$ cat src/rtl/regfile_pkg.sv
// Shared widths and read-sequencer state encoding for the register-file access controller.
package regfile_pkg;

  localparam int unsigned REG_ADDR_W = 5;
  localparam int unsigned XLEN       = 32;

  typedef enum logic [1:0] {
    R_IDLE = 2'd0,
    R_READ = 2'd1,
    R_RSP  = 2'd2
  } rd_state_t;

endpackage

$ cat src/rtl/regfile_access_ctrl.sv
// Arbitrates decode operand reads against writeback writes onto a 2R/1W register file.
// Optional RF_BYPASS_EN: writes granted while a read is in flight patch the held operands.
module regfile_access_ctrl
  import regfile_pkg::*;
#(
  parameter int unsigned MAX_WR_STREAK = 4
) (
  input  logic                  clk,
  input  logic                  reset,
  input  logic                  rd_req_valid,
  output logic                  rd_req_ready,
  input  logic [REG_ADDR_W-1:0] rd_addr1,
  input  logic [REG_ADDR_W-1:0] rd_addr2,
  output logic                  rsp_valid,
  input  logic                  rsp_ready,
  output logic [XLEN-1:0]       rsp_data1,
  output logic [XLEN-1:0]       rsp_data2,
  input  logic                  wr_valid,
  output logic                  wr_ready,
  input  logic [REG_ADDR_W-1:0] wr_addr,
  input  logic [XLEN-1:0]       wr_data,
  output logic [REG_ADDR_W-1:0] rf_read_address1,
  output logic [REG_ADDR_W-1:0] rf_read_address2,
  output logic [REG_ADDR_W-1:0] rf_write_address,
  output logic [XLEN-1:0]       rf_write_data,
  output logic                  rf_write_enable,
  input  logic [XLEN-1:0]       rf_read_data1,
  input  logic [XLEN-1:0]       rf_read_data2
);

  localparam int unsigned STREAK_W = $clog2(MAX_WR_STREAK + 1);

  rd_state_t             state_q;
  logic [STREAK_W-1:0]   streak_q;
  logic [REG_ADDR_W-1:0] addr1_q, addr2_q;
  logic [XLEN-1:0]       data1_q, data2_q;

  logic can_accept, streak_full, write_grant, issue, hit1, hit2;

  // Writes win unless a starved read has hit the streak limit.
  assign can_accept  = !reset && ((state_q == R_IDLE) || ((state_q == R_RSP) && rsp_ready));
  assign streak_full = (streak_q == STREAK_W'(MAX_WR_STREAK));
  assign wr_ready    = !reset && !(rd_req_valid && can_accept && streak_full);
  assign write_grant = wr_valid && wr_ready;
  assign rd_req_ready = can_accept && !write_grant;
  assign issue       = rd_req_valid && rd_req_ready;

  assign rf_write_enable  = write_grant;
  assign rf_write_address = wr_addr;
  assign rf_write_data    = wr_data;
  assign rf_read_address1 = issue ? rd_addr1 : addr1_q;
  assign rf_read_address2 = issue ? rd_addr2 : addr2_q;

  assign rsp_valid = (state_q == R_RSP);
  assign rsp_data1 = data1_q;
  assign rsp_data2 = data2_q;

`ifdef RF_BYPASS_EN
  assign hit1 = write_grant && (addr1_q != '0) && (wr_addr == addr1_q);
  assign hit2 = write_grant && (addr2_q != '0) && (wr_addr == addr2_q);
`else
  assign hit1 = 1'b0;
  assign hit2 = 1'b0;
`endif

  always_ff @(posedge clk or posedge reset) begin
    if (reset) begin
      state_q  <= R_IDLE;
      streak_q <= '0;
      addr1_q  <= '0;
      addr2_q  <= '0;
      data1_q  <= '0;
      data2_q  <= '0;
    end else begin
      case (state_q)
        R_IDLE: if (issue) state_q <= R_READ;
        R_READ: begin
          state_q <= R_RSP;
          data1_q <= (addr1_q == '0) ? '0 : (hit1 ? wr_data : rf_read_data1);
          data2_q <= (addr2_q == '0) ? '0 : (hit2 ? wr_data : rf_read_data2);
        end
        R_RSP: begin
          if (rsp_ready) begin
            state_q <= issue ? R_READ : R_IDLE;
          end else begin
            if (hit1) data1_q <= wr_data;
            if (hit2) data2_q <= wr_data;
          end
        end
        default: state_q <= R_IDLE;
      endcase

      if (issue) begin
        addr1_q <= rd_addr1;
        addr2_q <= rd_addr2;
      end

      // Counts consecutive writes that kept an acceptable read waiting.
      if (issue || !rd_req_valid)
        streak_q <= '0;
      else if (write_grant && can_accept && !streak_full)
        streak_q <= streak_q + STREAK_W'(1);
    end
  end

endmodule

$ cat config.mk
export PLATFORM = sky130hd
export DESIGN_NAME = regfile_access_ctrl
export DESIGN_NICKNAME = d
export VERILOG_FILES = /design/src/rtl/regfile_pkg.sv /design/src/rtl/regfile_access_ctrl.sv
export SDC_FILE = /design/constraint.sdc
export NUM_CORES = 1
export LEC_CHECK = 0
export CORE_ASPECT_RATIO = 1.1
export CORE_MARGIN = 1.5
export CORE_UTILIZATION = 39
export CTS_CLUSTER_SIZE = 14
export DETAILED_ROUTE_END_ITERATION = 6
export GPL_TIMING_DRIVEN = 0
export PLACE_DENSITY_LB_ADDON = 0.08
export RECOVER_POWER = 50
export SYNTH_ARGS = -nofsm -noshare
export SYNTH_HDL_FRONTEND = slang
export SYNTH_SLANG_ARGS = --single-unit
$ cat constraint.sdc
create_clock -name clk -period 5.45 [get_ports clk]
set_input_delay 0.545 -clock clk [delete_from_list [all_inputs] [get_ports clk]]
set_output_delay 0.545 -clock clk [all_outputs]
set_load 0.01 [all_outputs]
; After elaboration in Yosys (flattened, before gate mapping)
; Cells that the tools add are included.
[totals]
register_bits = 79
input_bits = 116
out_inout_bits = 115
word_cells = 44
[classes]
add_sub_neg = 1
eq_ne = 5
muxes = 10
reduce_logical = 22
[op_table]
columns = cell, count
row1 = $mux 32, 2
row2 = $logic_and 1x1->1, 10
row3 = $logic_not 5->1, 2
row4 = $mux 5, 2
row5 = $mux 3, 2
row6 = $pmux 2 s3, 1
row7 = $logic_not 1->1, 5
row8 = $mux 2, 2
row9 = $add 3x1->3 const B, 1
row10 = $eq 3x3->1 const B, 1
row11 = $eq 2x1->1 const B, 1
row12 = $eq 2x2->1 const B, 1
row13 = $logic_not 2->1, 1
row14 = $logic_or 1x1->1, 2
row15 = $ne 2x1->1 const B, 1
row16 = $ne 2x2->1 const B, 1
row17 = $reduce_and 2->1, 1
row18 = $reduce_bool 2->1, 1
row19 = $mux 1, 1

; Depth between registers and ports, before layout
; Gate-level depths: netlist of run 1.
[depth]
ltp_word = 15
mapped_depth = 7
depth_no_buf = 6

; Least setup slack after synthesis of run 1
; No wires, ideal clock.
[synth_path]
path_kind = input-to-output
from = in reset
to = out rf_read_address1[0]
arrival_time_ps = 1419
setup_slack_ps = 3486
cell_stages = 4
n_path_buf = 1
path_cell_list = nor3_2 -> nand3_2 -> buf_6 -> mux2_4
[synth_between]
elab_chain_len = 11
[synth_rtl]
columns = element, line
row1 = from (decl), regfile_access_ctrl.sv:9  ; input logic reset,
row2 = $logic_not 1->1 (no source line) *, n/a
row3 = $logic_and 1x1->1, regfile_access_ctrl.sv:41  ; assign can_accept = !reset && ((state_q == R_IDLE) || ((state_q == R_RSP) && rsp_ready));
row4 = $logic_and 1x1->1 (2 in series), regfile_access_ctrl.sv:43  ; assign wr_ready = !reset && !(rd_req_valid && can_accept && streak_full);
row5 = $logic_not 1->1, regfile_access_ctrl.sv:43
row6 = $logic_and 1x1->1, regfile_access_ctrl.sv:43
row7 = $logic_and 1x1->1, regfile_access_ctrl.sv:44  ; assign write_grant = wr_valid && wr_ready;
row8 = $logic_not 1->1, regfile_access_ctrl.sv:45  ; assign rd_req_ready = can_accept && !write_grant;
row9 = $logic_and 1x1->1 *, regfile_access_ctrl.sv:45
row10 = $logic_and 1x1->1 *, regfile_access_ctrl.sv:46  ; assign issue = rd_req_valid && rd_req_ready;
row11 = $mux 5 *, n/a
row12 = to (decl), regfile_access_ctrl.sv:22  ; output logic [REG_ADDR_W-1:0] rf_read_address1,
; Mark *: on every way between the ends. The rest lies on a longest branch, timed or not.

; Worst setup path in the final report of run 1
[layout_path]
from = in reset
to = out rf_read_address1[1]
; The elaborated chain is that of the path after synthesis.

==> results by group, run 1 <==
Run status
  • Status: completed

Finish
  • Final core occ: between 60% and 70%
  • Layout cells sized above 1: about 13%
  • Antenna Cells: 0
  • Register area: 1980 um2
  • Layout fillers: approximately 770
  • Commonest non-fill, non-tap cell in the layout: clkdlybuf4s50_1
  • Layout area overhead: 63.7%
  • Commonest cells after routing, fill and taps aside: clkdlybuf4s50_1, nand2_1, dfrtp_1
  • Final nets: 700
  • Multi-input logic area: ~1200 um2

STA
  • Worst slew pin tran: 0.714 ns
  • RSZ-0062 raised after global routing: no
  • Slew HR: about 52%
  • Fin crit period: ~3.7 ns
  • Setup tns final: 0 ns
  • Final Skew: around 0.0078 ns
  • Final period utilization: a little under 70%
  • Final Slew Violations: 0
  • Final hold viol count: 0
  • Final setup fails: 0
  • Max Clock Freq: around 0.27 GHz

Yosys
  • Cell count after synthesis: 377
  • Yosys warning total: 0
  • Seq/Total Area, Yosys: between 50% and 60%
  • Post-Syn Area per Cell: between 9 and 10 um2
  • Post-synth cell types: 32
  • Syn Nets: 495
  • Synth async-reset ratio: 100%
  • #FFs+latches synth: between 70 and 80
  • Ys flop type: dfrtp_1
  • Post-synth EDFFs: 0
  • Syn Std Cell Area: ~3600 um2

Placement
  • I/O Buffers: just under 200
  • Hpwl dp: ~7.3 mm
  • Routability cong.: 0.807

Floorplanning
  • Die X: ~94 um
  • Die ar.: ~10000 um2
  • Initial Util: about two fifths
  • Core footprint: about 8900 um2
  • Cell Rows: 36
  • Die Ht: 103 um
  • IO Count: approximately 230

Routing
  • Starting DRT DRC Count: around 110
  • Via count: roughly 3.3k
  • DRT Pass-1 Iters: 4
  • DRT Wirelength: just under 10 mm
  • Vias per cell: 4.70
  • DRC violation count after routing: 0
  • Final ANT Viol Nets: 0
  • WL per Instance: between 10 and 15 um

Global route
  • Vias in the first global route: about 3.2k
  • GR Overflow Total: 0
  • Global-route usage over all layers: a little under 20%
  • Initial antenna violation count: 0
  • First-pass GRT wire length: about 15 mm
  • Largest net degree at the start of global routing: 73

Worst setup path
  • Crit-path max FO: 10
  • Startpoint Class: input pin
  • Register-to-Register Setup Slack: 3.38 ns
  • WS Path Type: in -> out
  • WP data arrival: roughly 3.1 ns
  • Critical path cell sequence: dlygate4sd3_1 -> nor3_1 -> nand3_2 -> clkbuf_1 -> mux2_4 -> clkdlybuf4s50_1
  • Max stage delay cell, worst path: dlygate4sd3_1
  • Critical Path RT: 4.91 ns
  • Worst Setup End Kind: output pin
  • Worst path max stage delay: around 0.62 ns

Clocking
  • CTS Sinks: slightly below 80
  • Number of hold buffers added after cts: 0
  • Worst-Skew Late Latency: ~0.35 ns
  • Root Buffer: clkbuf_8
  • Worst-path clk slew: around 0.08 ns
  • CTS H-tree depth: 3
  • Post-CTS setup repair buffer count: 0
  • CTS tree: done
  • Maximum root-to-sink buffer count: 2
  • Num CTS Buffers: 9
  • CTS-repair resized insts: 0

Pwr
  • Static Leak: approximately 0.0026 uW
  • Total power: slightly above 2000 uW
  • PwrDens: between 300 and 400 nW/um2
  • Max VDD drop: 0.000180 V

Hold path
  • Worst Hold Class: reg -> reg

Flow run
  • MaxCap Viol Count: 0
-- state kept, by name, indices dropped and copies added, names as in the netlist --
| signal | cells |
|---|---|
| streak_q | 3 |
| addr1_q | 5 |
| rsp_data1 | 32 |
| state_q | 2 |
| addr2_q | 5 |
| rsp_data2 | 32 |
-- stage by stage --
step	cells	cell area, um2	worst slack [ns]	hold WS [ns]
global route	700	5840	1.69	0.507
floorplan	377	3570	2.88	0.508
detailed placement	685	5680	2.31	0.472
global placement	684	5650	1.40	0.466
CTS	700	5890	2.29	0.488
finish	700	5840	1.78	0.478
-- critical path: cells and delay by family --
family / cells / cell delay [ns]
mux: 1 / 0.40
simple gates: 2 / 0.71
buf+inv: 3 / 1.46
-- cell families after synthesis --
| group | share of synthesized area (%) |
|---|---|
| multiplexers | 4.10 |
| AND/OR/NAND/NOR | 18.2 |
| flip-flops | 55.4 |
| AO/OA/AOI/OAI | 10.2 |
| buffers and inverters | 11.5 |
| adder cells (fa/ha/maj) | 0.701 |
-- routing by layer --
metal  GRT usage [%]  vias up  share of wire [%]
met4            7.46        0                1.3
li1                -     1587                  -
met2            34.2      139                 50
met5               0        -                  0
met3            5.70       10                9.6
met1            23.3     1552                 39
-- final timing paths --
| check | startpoint | cells after the start | to |
|---|---|---|---|
| max | reset | 6 | rf_read_address1[1] |
| min reg2reg | rsp_data2[16] | 2 | rsp_data2[16] |
| max reg2reg | state_q[1] | 5 | addr2_q[1] |
| max in group asynchronous | reset | 3 | rsp_data2[17] |
| min in group asynchronous | reset | 2 | addr1_q[2] |
| min | rsp_data2[16] | 2 | rsp_data2[16] |
-- synthesized netlist by cell type, types with 3 or more instances --
library cell,instances,area [um2]
dfrtp_1,79,1980
buf_4,43,323
inv_1,4,15.0
o21ai_0,6,30.0
clkbuf_1,3,11.3
o21ai_1,60,300
nand2_1,132,495
buf_1,3,11.3
mux2_4,9,135
buf_2,8,40.0
-- area by class of cell --
cell class | count | share of cell area, %
buffer | 58 | 6.27
clock buffer | 9 | 2.12
multi-input combinational | 236 | 20.1
timing repair buffer | 194 | 33.5
clock inverter | 6 | 1.48
inverter | 4 | 0.278
sequential | 79 | 33.8
tap | 114 | 2.44
-- report_power, final --
part / internal [uW] / switching (uW)
clock network: 255 / 213
logic: 446 / 304
registers: 746 / 82.9
total: 1450 / 599
Note: power is estimated with default switching activity, not from simulation.
==> run 2: changes to the inputs <==
--- a/config.mk
+++ b/config.mk
@@ -7,7 +7,7 @@
 export LEC_CHECK = 0
 export CORE_ASPECT_RATIO = 1.1
 export CORE_MARGIN = 1.5
-export CORE_UTILIZATION = 39
+export CORE_UTILIZATION = 37
 export CTS_CLUSTER_SIZE = 14
 export DETAILED_ROUTE_END_ITERATION = 6
 export GPL_TIMING_DRIVEN = 0
==> constraint.sdc (replaced) <==
create_clock -name clk -period 3.65 [get_ports clk]
set_input_delay 0.365 -clock clk [delete_from_list [all_inputs] [get_ports clk]]
set_output_delay 0.365 -clock clk [all_outputs]
set_load 0.01 [all_outputs]
==> run 2 against run 1 <==
Net effect:
- the flow now finishes with violations (max-capacitance violations, max-slew violations)
- cell count is 0.57% higher
- non-clock buffer count stayed put
- clock skew is 0.0032 ns lower
- sequential share of layout area is 0.26 points higher
- global-route usage is 0.59 points lower
- register-to-register slack worse by 1.6 ns
- via count is 0.52% lower
- utilization is 3.8 points lower
- flip-flop and latch count stayed put
- clock-buffer cell count stayed put
- cell area is 0.77% lower
- critical endpoint is now rf_read_address2[3]
==> results by group, run 2 (same netlist as run 1, synthesis figures left out) <==
Global route
  • Vias in the first global route: 3219
  • Met2 Usage GRT: between 30% and 40%
  • Gr busiest metal: met2
  • Initial antenna violation count: 0
  • GR Overflow Total: 0
  • Global-route usage over all layers: a little under a fifth
  • Largest net degree at the start of global routing: between 40 and 50
  • First-pass GRT wire length: about 16 mm
  • GR Util met1: roughly 22%
  • Met3 GRT Util: 5.59%

STA
  • Max Clock Freq: ~0.33 GHz
  • Final hold viol count: 0
  • Setup tns final: 0 ns
  • Slew HR: -15.2%
  • Final hold slack: between 0.4 and 0.5 ns
  • RSZ-0062 raised after global routing: no
  • Final period utilization: 83.8%
  • Final setup fails: 0
  • Worst slew pin tran: 1.72 ns
  • Final Skew: about 0.0046 ns
  • Fin crit period: roughly 3 ns
  • Final Slew Violations: 40

Finish
  • Antenna Cells: 0
  • Layout area overhead: 62.4%
  • Commonest non-fill, non-tap cell in the layout: clkdlybuf4s50_1
  • Layout cells sized above 1: 13.6%
  • Final nets: 700
  • Commonest cells after routing, fill and taps aside: clkdlybuf4s50_1, nand2_1, dfrtp_1
  • Final core occ: between 60 and 70%
  • Final Cell Area: approximately 5800 um2

Placement
  • Hpwl dp: 7.44 mm
  • I/O Buffers: 193
  • DP Area: 5670 um2
  • Routability cong.: ~0.78

Hold path
  • Worst Hold Path EP: rsp_data1[3]
  • Worst hold path stage count: 2
  • Hold Crit Start: rsp_data1[3]
  • Worst Hold Class: reg -> reg

Routing
  • Via count: around 3.3k
  • DRT Pass-1 Iters: 4
  • WL per Instance: about 14 um
  • DRT Wirelength: slightly below 10 mm
  • Vias per cell: approximately 4.6
  • Final ANT Viol Nets: 0
  • DRC violation count after routing: 0
  • Starting DRT DRC Count: around 120

Floorplanning
  • Cell Rows: 37
  • Die Ht: about 110 um
  • Core footprint: slightly above 9000 um2
  • Die X: 96.7 um
  • IO Count: approximately 230
  • Die ar.: 10300 um2
  • Initial Util: approximately two fifths

Worst setup path
  • Worst path depth: 6
  • Reg2Reg Capture Point: rsp_data1[27]
  • Worst R2R Path Depth: 4
  • Worst path max stage delay: just over 0.6 ns
  • Critical Path RT: 3.28 ns
  • Worst r2r src: addr1_q[0]
  • Worst Setup End Kind: output pin
  • Crit-path max FO: 10
  • Startpoint Class: input pin
  • WS Path Type: in -> out
  • Worst path top cell family by delay: buffers and inverters
  • Critical path cell sequence: dlygate4sd3_1 -> nor3_1 -> nand3_2 -> buf_6 -> mux2_4 -> clkdlybuf4s50_1
  • Max stage delay cell, worst path: dlygate4sd3_1
  • Worst Path Buf+Inv: 3
  • WP data arrival: around 2.7 ns
  • Register-to-Register Setup Slack: roughly 1.8 ns

Clocking
  • Worst-path clk slew: 0.08 ns
  • Maximum root-to-sink buffer count: 2
  • CTS H-tree depth: 3
  • CTS-repair resized insts: 0
  • Worst-Skew Late Latency: 0.35 ns
  • Number of hold buffers added after cts: 0
  • CTS tree: done
  • CTS Sinks: about 80
  • Post-CTS setup repair buffer count: 0
  • Root Buffer: clkbuf_8
  • Num CTS Buffers: 9

Pwr
  • PwrDens: approximately 500 nW/um2
  • Max VDD drop: between 0.0002 and 0.0003 V
  • Static Leak: between 0.002 and 0.003 uW
  • Flop pwr share: 42.5%
  • Comb pwr share: between 30% and 40%
  • Total power: about 2900 uW
  • NetSw: around 900 uW
  • Net Sw Frac: about 30%
  • Internal power: 2020 uW
  • Clk pwr share: 19.1%

Run status
  • Failing checks: max-capacitance violations, max-slew violations
  • Status: complete, but fails checks

Flow run
  • MaxCap Viol Count: 1
## run 2: area by class of cell
| class | count | area, um2 |
|---|---|---|
| Buffer | 58 | 389 |
| Clock buffer | 9 | 124 |
| Clock inverter | 7 | 40.0 |
| Fill cell | 823 | 3550 |
| Inverter | 4 | 16.3 |
| Multi-Input combinational cell | 236 | 1170 |
| Sequential cell | 79 | 1980 |
| Tap cell | 117 | 146 |
| Timing Repair Buffer | 194 | 1940 |
## run 2: stage by stage
stage	cells	setup WS, ns
final	704	0.592
after global routing	704	0.486
after CTS	704	0.847
after detailed placement	688	0.856
after global placement	687	-0.215
after floorplan	377	1.26
## run 2: how the worst max path moves through the flow
| stage | slack (ns) | end | from |
|---|---|---|---|
| CTS | 0.85 | rf_read_address2[3] | reset |
| global route | 0.49 | rf_read_address2[3] | reset |
| detailed placement | 0.86 | rf_read_address2[3] | reset |
| finish | 0.59 | rf_read_address2[3] | reset |
| floorplan | 1.26 | addr1_q[0] | reset |
| global placement | -0.21 | rsp_data2[20] | reset |
## run 2: metal layers
metal | share of wire, % | routed length (um)
met1 | 40 | 3880
met2 | 50 | 4920
met3 | 8.0 | 782
met4 | 2.0 | 198
met5 | 0 | 0
## run 2: power groups by stage
stage	Sequential, uW	Clock (uW)	Combinational, uW
after global placement	1250	0	1130
after floorplan	1350	0	344
final	1240	557	1120
after CTS	1250	578	1150
after global routing	1280	621	1210
after detailed placement	1260	0	1150
## run 2: worst reg2reg max path, stage by stage (launching register included)
cell and delay (ns):
dfrtp_1 0.38, or4_1 0.52, nor2_1 0.28, clkbuf_1 0.41, o21ai_0 0.15
==> run 3: changes to the inputs <==
--- a/config.mk
+++ b/config.mk
@@ -7,7 +7,7 @@
 export LEC_CHECK = 0
 export CORE_ASPECT_RATIO = 1.1
 export CORE_MARGIN = 1.5
-export CORE_UTILIZATION = 37
+export CORE_UTILIZATION = 33
 export CTS_CLUSTER_SIZE = 14
 export DETAILED_ROUTE_END_ITERATION = 6
 export GPL_TIMING_DRIVEN = 0
==> constraint.sdc (replaced) <==
create_clock -name clk -period 2.5 [get_ports clk]
set_input_delay 0.25 -clock clk [delete_from_list [all_inputs] [get_ports clk]]
set_output_delay 0.25 -clock clk [all_outputs]
set_load 0.01 [all_outputs]
==> run 3 against run 2 <==
Net effect:
- the flow now finishes without violations
- global-route usage decreased by 1.9 points
- non-clock buffer count grew 2
- die area grew 12%
- wire length up 2.0%
- combinational power grew 44%
- critical endpoint is now rf_read_address1[4]
==> results by group, run 3 (same netlist as run 1, synthesis figures left out) <==
Run status
  • Status: completed

Global route
  • Initial antenna violation count: 0
  • GR Overflow Total: 0
  • Global-route usage over all layers: 17.2%
  • First-pass GRT wire length: approximately 15 mm
  • Vias in the first global route: between 3k and 4k
  • Largest net degree at the start of global routing: 54

Flow run
  • MaxCap Viol Count: 0

Worst setup path
  • Critical Path RT: about 2.3 ns
  • Worst Setup End Kind: output pin
  • Startpoint Class: input pin
  • WP data arrival: 2.12 ns
  • WS Path Type: in -> out
  • Worst R2R Path Depth: 4
  • Crit-path max FO: 6

Clocking
  • CTS H-tree depth: 3
  • Maximum root-to-sink buffer count: 2
  • Root Buffer: clkbuf_16
  • Num CTS Buffers: 9
  • Worst-path clk slew: 0.06 ns
  • CTS Sinks: a little under 80
  • CTS tree: done
  • Number of hold buffers added after cts: 0
  • Worst-Skew Late Latency: about 0.33 ns

STA
  • Fin crit period: 2.37 ns
  • RSZ-0062 raised after global routing: no
  • Worst slew pin tran: ~1.2 ns
  • Final hold viol count: 0
  • Max Clock Freq: around 0.42 GHz
  • Final hold slack: 0.462 ns
  • Slew HR: 22.4%
  • Final Skew: ~0.0073 ns
  • Final period utilization: 94.7%
  • Final setup fails: 0
  • Setup tns final: 0 ns
  • Final Slew Violations: 0

Floorplanning
  • Die Ht: approximately 110 um
  • Core footprint: around 10000 um2
  • Die ar.: ~11000 um2
  • Initial Util: roughly 34%
  • Die X: between 100 and 150 um
  • IO Count: 231
  • Cell Rows: 39

Finish
  • Final Cell Area: about 6000 um2
  • Multi-input logic area: ~1200 um2
  • Layout fillers: about 970
  • Final core occ: roughly 57%
  • Register area: 1980 um2
  • Antenna Cells: 0
  • Layout cells sized above 1: around 14%
  • Final nets: roughly 700
  • Layout area overhead: 68.1%
  • Commonest cells after routing, fill and taps aside: nand2_1, clkdlybuf4s50_1, dfrtp_1

Hold path
  • Worst Hold Class: in -> reg
  • Worst hold path stage count: 3

Pwr
  • Max VDD drop: around 0.00043 V
  • Static Leak: 0.00275 uW
  • Comb pwr share: around 34%
  • Flop pwr share: between 30% and 40%
  • Internal power: around 3400 uW
  • Net Sw Frac: between 20 and 30%
  • Clk pwr share: between 20% and 30%
  • PwrDens: about 780 nW/um2
  • NetSw: about 1300 uW

Placement
  • Hpwl dp: approximately 7.5 mm
  • Routability cong.: 0.741
  • DP Area: ~5700 um2
  • I/O Buffers: 193

Routing
  • DRT Pass-1 Iters: 4
  • Starting DRT DRC Count: 79
  • DRT Wirelength: roughly 10 mm
  • Vias per cell: approximately 4.4
  • DRC violation count after routing: 0
  • WL per Instance: 13.7 um
  • Via count: between 3k and 4k
  • Final ANT Viol Nets: 0
## run 3: changes by cell type in the layout (fill, tap and decap cells not counted), sizes merged
cell,change
buf,+6
bufinv,+1
clkbuf,-3
clkinv,-3
dlymetal6s2s,+8
clkinvlp,-1
dlygate4sd2,+1
dlygate4sd3,+14
clkdlybuf4s50,-23
## run 3: metrics by stage
step                      worst slack [ns]  total power, uW  std cells
after floorplan                      0.227             2470        377
after global placement               -1.31             3480        713
after detailed placement           -0.0651             3520        714
after CTS                           0.0162             4810        730
after global routing                0.0537             4970        730
final                                0.132             4680        730
## run 3: per-layer routing
| layer | share of wire [%] | vias up | GRT usage [%] |
|---|---|---|---|
| met4 | 0.97 | 0 | 5.11 |
| li1 | - | 1597 | - |
| met1 | 41 | 1520 | 21.0 |
| met3 | 8.1 | 9 | 5.29 |
| met2 | 50 | 120 | 29.0 |
| met5 | 0 | - | 0 |
## run 3: path summary, 6_finish.rpt
path | startpoint | end | slack (ns)
hold / removal | rf_read_data1[26] | rsp_data1[26] | 0.46
hold reg to reg | rsp_data1[0] | rsp_data1[0] | 0.48
max in group asynchronous | reset | rsp_data1[7] | 0.43
setup / recovery | reset | rf_read_address1[4] | 0.13
min in group asynchronous | reset | addr1_q[4] | 0.74
setup reg to reg | addr1_q[3] | rsp_data1[9] | 0.85
## run 3: worst max-delay path, cell delays in order
cell and delay [ns]:
dlygate4sd3_1 0.63, nor3_1 0.30, nand3_2 0.15, mux2_2 0.25, clkdlybuf4s50_1 0.53
## run 3: cell type report
| type | count | share of cell area [%] |
|---|---|---|
| sequential | 79 | 32.9 |
| timing repair buffer | 196 | 32.8 |
| multi-input combinational | 236 | 19.6 |
| buffer | 58 | 6.61 |
| clock buffer | 10 | 3.98 |
| tap | 143 | 2.98 |
| clock inverter | 4 | 0.792 |
| inverter | 4 | 0.271 |
## run 3: power groups by stage
stage                     logic [uW]  clock network, uW  registers, uW
after floorplan                  503                  0           1970
after global placement          1660                  0           1820
after detailed placement        1690                  0           1840
after CTS                       1690               1300           1820
after global routing            1750               1360           1860
final                           1610               1270           1800
## run 3: timing repair
action                                  CTS  global route
buffers inserted                          2             0
endpoints found under the setup margin    9             8
pin swaps                                 1             0
gates resized for setup                   3             8
